### config.mk
export PLATFORM = sky130hd
export DESIGN_NAME = uart_frame_ctrl
export DESIGN_NICKNAME = d
export VERILOG_FILES = /design/src/rtl/uart_frame_ctrl.sv
export SDC_FILE = /design/constraint.sdc
export NUM_CORES = 1
export LEC_CHECK = 0
export ABC_AREA = 1
export BUFFER_PORTS_ARGS = -buffer_cell sky130_fd_sc_hd__buf_2
export CAP_MARGIN = 20
export CELL_PAD_IN_SITES_DETAIL_PLACEMENT = 1
export CELL_PAD_IN_SITES_GLOBAL_PLACEMENT = 1
export CORE_MARGIN = 2
export CORE_UTILIZATION = 42
export DETAILED_ROUTE_END_ITERATION = 7
export PLACE_DENSITY_LB_ADDON = 0.1
export SETUP_SLACK_MARGIN = 0.05
export SLEW_MARGIN = 20
export SYNTH_ARGS = -nofsm -noshare
export SYNTH_HDL_FRONTEND = slang
export SYNTH_SLANG_ARGS = --single-unit
### constraint.sdc
create_clock -name clk -period 2.75 [get_ports clk]
set_input_delay 0.4125 -clock clk [delete_from_list [all_inputs] [get_ports clk]]
set_output_delay 0.4125 -clock clk [all_outputs]
set_load 0.01 [all_outputs]
### src/rtl/uart_frame_ctrl.sv
// uart_frame_ctrl: parses framed command packets from a UART receiver.
// Frame: 0xAA 0x55 CMD LEN payload[LEN] CHK, CHK = (CMD+LEN+payload) mod 256.
// A good frame with CMD=0x01, LEN=2 reprograms the receiver configuration.
//
// Handshake: din is consumed only on cycles where din_vld is high; there is
// no back-pressure, so every din_vld byte is accepted in the cycle it arrives.
// frame_vld, err and cfg_upd are single-cycle pulses in the cycle after the
// deciding byte; frame_* and err_code hold their values until overwritten.
module uart_frame_ctrl #(
    parameter logic [15:0] TIMEOUT_CYC   = 16'd50000,
    parameter logic        DEF_SEL_CHECK = 1'b0,
    parameter logic        DEF_PARITY    = 1'b0,
    parameter logic [6:0]  DEF_SMPL_CLKP = 7'd86
) (
    input  logic        clk,
    input  logic        rst_n,
    input  logic [7:0]  din,
    input  logic        din_vld,
    output logic        sel_check,
    output logic        parity_check,
    output logic [6:0]  smpl_clkp,
    output logic        cfg_upd,
    output logic        frame_vld,
    output logic [7:0]  frame_cmd,
    output logic [3:0]  frame_len,
    output logic [63:0] frame_data,
    output logic        err,
    output logic [1:0]  err_code,
    output logic        busy
);

    typedef enum logic [2:0] {
        S_IDLE = 3'd0,
        S_HDR2 = 3'd1,
        S_CMD  = 3'd2,
        S_LEN  = 3'd3,
        S_DATA = 3'd4,
        S_CHK  = 3'd5
    } state_t;

    localparam logic [1:0] ERR_CHK = 2'b01;
    localparam logic [1:0] ERR_LEN = 2'b10;
    localparam logic [1:0] ERR_TMO = 2'b11;

    state_t       state_q;
    logic [15:0]  tmo_q;
    logic [3:0]   idx_q;
    logic [3:0]   len_q;
    logic [7:0]   cmd_q;
    logic [7:0]   sum_q;
    logic [63:0]  buf_q;

    logic         sel_check_q;
    logic         parity_check_q;
    logic [6:0]   smpl_clkp_q;
    logic         cfg_upd_q;
    logic         frame_vld_q;
    logic [7:0]   frame_cmd_q;
    logic [3:0]   frame_len_q;
    logic [63:0]  frame_data_q;
    logic         err_q;
    logic [1:0]   err_code_q;

    logic         tmo_hit;
    logic [7:0]   sum_d;
    logic         last_byte;

    // Timeout fires only on an idle cycle; a byte at the terminal count wins.
    assign tmo_hit   = (state_q != S_IDLE) && !din_vld && (tmo_q == TIMEOUT_CYC);
    assign sum_d     = sum_q + din;
    assign last_byte = (idx_q == (len_q - 4'd1));

    // Frame parser FSM together with its counters and registered outputs.
    always_ff @(posedge clk) begin
        if (!rst_n) begin
            state_q        <= S_IDLE;
            tmo_q          <= 16'd0;
            idx_q          <= 4'd0;
            len_q          <= 4'd0;
            cmd_q          <= 8'd0;
            sum_q          <= 8'd0;
            buf_q          <= 64'd0;
            sel_check_q    <= DEF_SEL_CHECK;
            parity_check_q <= DEF_PARITY;
            smpl_clkp_q    <= DEF_SMPL_CLKP;
            cfg_upd_q      <= 1'b0;
            frame_vld_q    <= 1'b0;
            frame_cmd_q    <= 8'd0;
            frame_len_q    <= 4'd0;
            frame_data_q   <= 64'd0;
            err_q          <= 1'b0;
            err_code_q     <= 2'b00;
        end else begin
            frame_vld_q <= 1'b0;
            err_q       <= 1'b0;
            cfg_upd_q   <= 1'b0;

            if (state_q == S_IDLE || din_vld || tmo_hit) begin
                tmo_q <= 16'd0;
            end else begin
                tmo_q <= tmo_q + 16'd1;
            end

            if (tmo_hit) begin
                state_q    <= S_IDLE;
                err_q      <= 1'b1;
                err_code_q <= ERR_TMO;
            end else if (din_vld) begin
                case (state_q)
                    S_IDLE: begin
                        if (din == 8'hAA) state_q <= S_HDR2;
                    end
                    S_HDR2: begin
                        // A repeated 0xAA may be the real start of the frame.
                        if (din == 8'h55) begin
                            state_q <= S_CMD;
                        end else if (din != 8'hAA) begin
                            state_q <= S_IDLE;
                        end
                    end
                    S_CMD: begin
                        cmd_q   <= din;
                        sum_q   <= din;
                        state_q <= S_LEN;
                    end
                    S_LEN: begin
                        if (din > 8'd8) begin
                            err_q      <= 1'b1;
                            err_code_q <= ERR_LEN;
                            state_q    <= S_IDLE;
                        end else begin
                            // Clearing on every legal length keeps unused bytes zero, LEN=0 included.
                            len_q   <= din[3:0];
                            sum_q   <= sum_d;
                            buf_q   <= 64'd0;
                            idx_q   <= 4'd0;
                            state_q <= (din == 8'd0) ? S_CHK : S_DATA;
                        end
                    end
                    S_DATA: begin
                        buf_q[{idx_q[2:0], 3'b000} +: 8] <= din;
                        sum_q <= sum_d;
                        idx_q <= idx_q + 4'd1;
                        if (last_byte) state_q <= S_CHK;
                    end
                    S_CHK: begin
                        if (din == sum_q) begin
                            frame_vld_q  <= 1'b1;
                            frame_cmd_q  <= cmd_q;
                            frame_len_q  <= len_q;
                            frame_data_q <= buf_q;
                            if (cmd_q == 8'h01 && len_q == 4'd2) begin
                                sel_check_q    <= buf_q[0];
                                parity_check_q <= buf_q[1];
                                smpl_clkp_q    <= buf_q[14:8];
                                cfg_upd_q      <= 1'b1;
                            end
                        end else begin
                            err_q      <= 1'b1;
                            err_code_q <= ERR_CHK;
                        end
                        state_q <= S_IDLE;
                    end
                    default: state_q <= S_IDLE;
                endcase
            end
        end
    end

    assign sel_check    = sel_check_q;
    assign parity_check = parity_check_q;
    assign smpl_clkp    = smpl_clkp_q;
    assign cfg_upd      = cfg_upd_q;
    assign frame_vld    = frame_vld_q;
    assign frame_cmd    = frame_cmd_q;
    assign frame_len    = frame_len_q;
    assign frame_data   = frame_data_q;
    assign err          = err_q;
    assign err_code     = err_code_q;
    assign busy         = (state_q != S_IDLE);

endmodule

==> metrics.yaml <==
yosys:
  synthCells: 1158
  synth-xor-area-share_pct: 0.931
  muxShareOfSynthArea_pct: 0
  yosysUniqueCellTypes: 33
  synth_top_flop_cell: "dfxtp_1"
  synth_edf_count: 0
  synth-seq-area-share_pct: 46.6
  avgSynthCellArea_sq_um: 7.31
  yosysWarnings: 0
  ys_seq_elements: 197
  ys_async_sr_fraction_pct: 0
  synth_simple_gate_area_share_pct: 29.6
  synth_compound_area_share_pct: 13.0
  synth_top_family_by_area: "simple AND/OR/NAND/NOR gates"
  synth_area_sq_mm: 0.00847
  synth.top_cell.area_share_pct: 46.6
  netlist_top_cells_area: "dfxtp_1 47%, nor2_1 9.0%, nand2_1 8.8%"
  synth_nets: 1184
  synthAdderAreaFrac_pct: 2.30
  synth_top_cell_by_area: "dfxtp_1"
clock_network:
  post_cts_resized: 0
  tritoncts.num_buffers: 17
  cts_buffer_depth: 2
  cts_sinks: 197
  root_buffer: "clkbuf_16"
  ctsHoldBuffers: 0
  cts_setup_buffers: 0
  htree_levels: 4
  clkLatencyLatePin_ns: 0.45
  cts_tree: "done"
  cts.reportedPaths.clkPinSlew_ns: 0.08
sta:
  setup_slack_ns: 0.562
  holdWs_ns: 0.301
  period_share_pct: 79.5
  setup_viol: 0
  final.setup.tns_ns: 0
  hold_violations: 0
  clock-skew-final_ns: 0.0107
  worstMarginPinSlew_ns: 0.611
  slew_headroom_pct: 59.2
  timing.fmax_mhz: 457
  layout_min_cycle_time_ns: 2.19
  slew_viol_final: 0
  rsz0062_at_grt: "no"
layout:
  diodes: 0
  nets: 1271
  area_delta_synth_final_pct: 15.8
  final_cell_mix: "203 x nor2_1, 198 x nand2_1, 197 x dfxtp_1"
  layout-drive-gt1-share_pct: 14.2
  final_common_cell: "nor2_1"
global_routing:
  grt_pass1_wl_mm: 40.5
  grt.overflow.total: 0
  antenna_found_initial: 0
  gr-usage-all-layers_pct: 23.3
  grt_max_degree: 66
  grt_pass1_vias: 8001
hold_path:
  hold_path_end: "sum_q[4]"
  holdPathStages: 3
  min_path_type: "in2reg"
  min_from: "din[4]"
routing:
  wl_mm: 24.4
  detail-route-antenna-nets: 0
  drc: 0
  avgRoutedWirePerCell_um: 16.0
  vias: 7937
  vias_per_cell: 5.21
  first_iter_violations: 394
  dr.pass1.iters: 5
critical_path:
  regToRegSetupSlack_ns: 0.56
  ff2ff_path_depth: 10
  r2r_start: "idx_q[1]"
  startpoint_type: "flop"
  critical_path_class: "reg2reg"
  regToRegEndpoint: "buf_q[18]"
  cp-startpoint: "idx_q[1]"
  critPathMaxFanout: 8
  cp_data_arrival_time_ns: 2.51
  worstPathRequired_ns: 3.08
  critPathCaptureType: "flop"
die:
  die_w_um: 146
  core_area_sq_mm: 0.0197
  rows: 51
  die_area_sq_mm: 0.0213
  io_pins: 102
  start_util_pct: 43.1
  die_h_um: 146
pwr:
  intPower_uw: 4660
  leakage_uw: 0.00434
  pwr-share-comb_pct: 18.3
  seqPwrFrac_pct: 44.1
  p_clk_share_pct: 37.7
  p_sw_uw: 2170
  powerDensity_mw_per_mm2: 697
  ir_drop_mv: 0.426
  finalPower_uw: 6830
  power_switching_share_pct: 31.8
placed_design:
  io_buffers: 101
  dp_hpwl_mm: 17.3
  gp_congestion: 0.857
  place_ws_ns: 0.319
run:
  maxCapViolations: 0
status:
  status: "finished clean"
layer usage:
layer	share of wire [%]	vias to the layer above	track usage [%]
li1	-	3947	-
met1	46	3843	29.9
met2	49	118	40.3
met3	3.6	29	4.16
met4	1.5	0	6.55
met5	0	-	0
stage by stage:
step	utilization, %	area [sq um]	cells
floorplan	-	8470	1158
global placement	46.8	9210	1491
detailed placement	46.8	9210	1491
CTS	49.9	9810	1523
global route	49.9	9810	1523
finish	49.9	9810	1523
worst max-delay path: stages (launching register included):
cell     delay, ns
dfxtp_1       0.46
inv_1         0.08
ha_1          0.18
ha_1          0.33
inv_1         0.10
nor2_1        0.16
nand2_1       0.09
nand2_1       0.08
nand4_1       0.34
nand2_1       0.17
a21oi_1       0.08
flip-flops by register name, summed over array words and instances (netlist names), 4 cells and up:
signal,flops
buf_q,64
cmd_q,8
frame_cmd,8
frame_data,64
frame_len,4
idx_q,4
len_q,4
smpl_clkp,7
sum_q,8
tmo_q,16
power by group through the flow:
stage,sequential (uW),combinational (uW),clock (uW)
after floorplan,3060,904,0
after global placement,3080,1220,0
after detailed placement,3080,1250,0
after CTS,3010,1250,2630
after global routing,3020,1400,2740
final,3010,1250,2570
kinds of logic after synthesis:
kind of cell / Yosys count
and+or+nand+nor: 571
AOI/OAI and AO/OA: 219
DFF: 197
buffers and inverters: 147
adders and majority gates: 15
xor gates and xnor gates: 9
worst max path at each step:
| stage | endpoint | slack (ns) | cells past startpoint |
|---|---|---|---|
| detailed placement | frame_data[59] | 0.32 | 11 |
| global route | buf_q[39] | 0.36 | 10 |
| finish | buf_q[18] | 0.56 | 10 |
| CTS | buf_q[18] | 0.54 | 10 |
| floorplan | buf_q[63] | 0.77 | 11 |
| global placement | frame_data[27] | 0.40 | 11 |
synthesized netlist by cell type, types with 6 or more instances:
cell      instances
nand2_1         198
ha_1             14
buf_4             8
inv_1            87
nand3b_1          8
buf_2             8
nor2_4            7
nor3_1           14
nand4_1          18
nand3_1         102
xor2_1            6
inv_2            10
dfxtp_1         197
nor2_1          203
o21ai_0          98
clkbuf_1         26
buf_6             7
a21oi_1         119
area by class of cell:
type / count / area [sq um]
tap: 265 / 332
fill: 2554 / 9840
clock buffer: 18 / 439
sequential: 197 / 3940
timing repair buffer: 117 / 676
inverter: 98 / 368
clock inverter: 14 / 165
multi-input combinational: 814 / 3890
(Power assumes the default switching activity.)
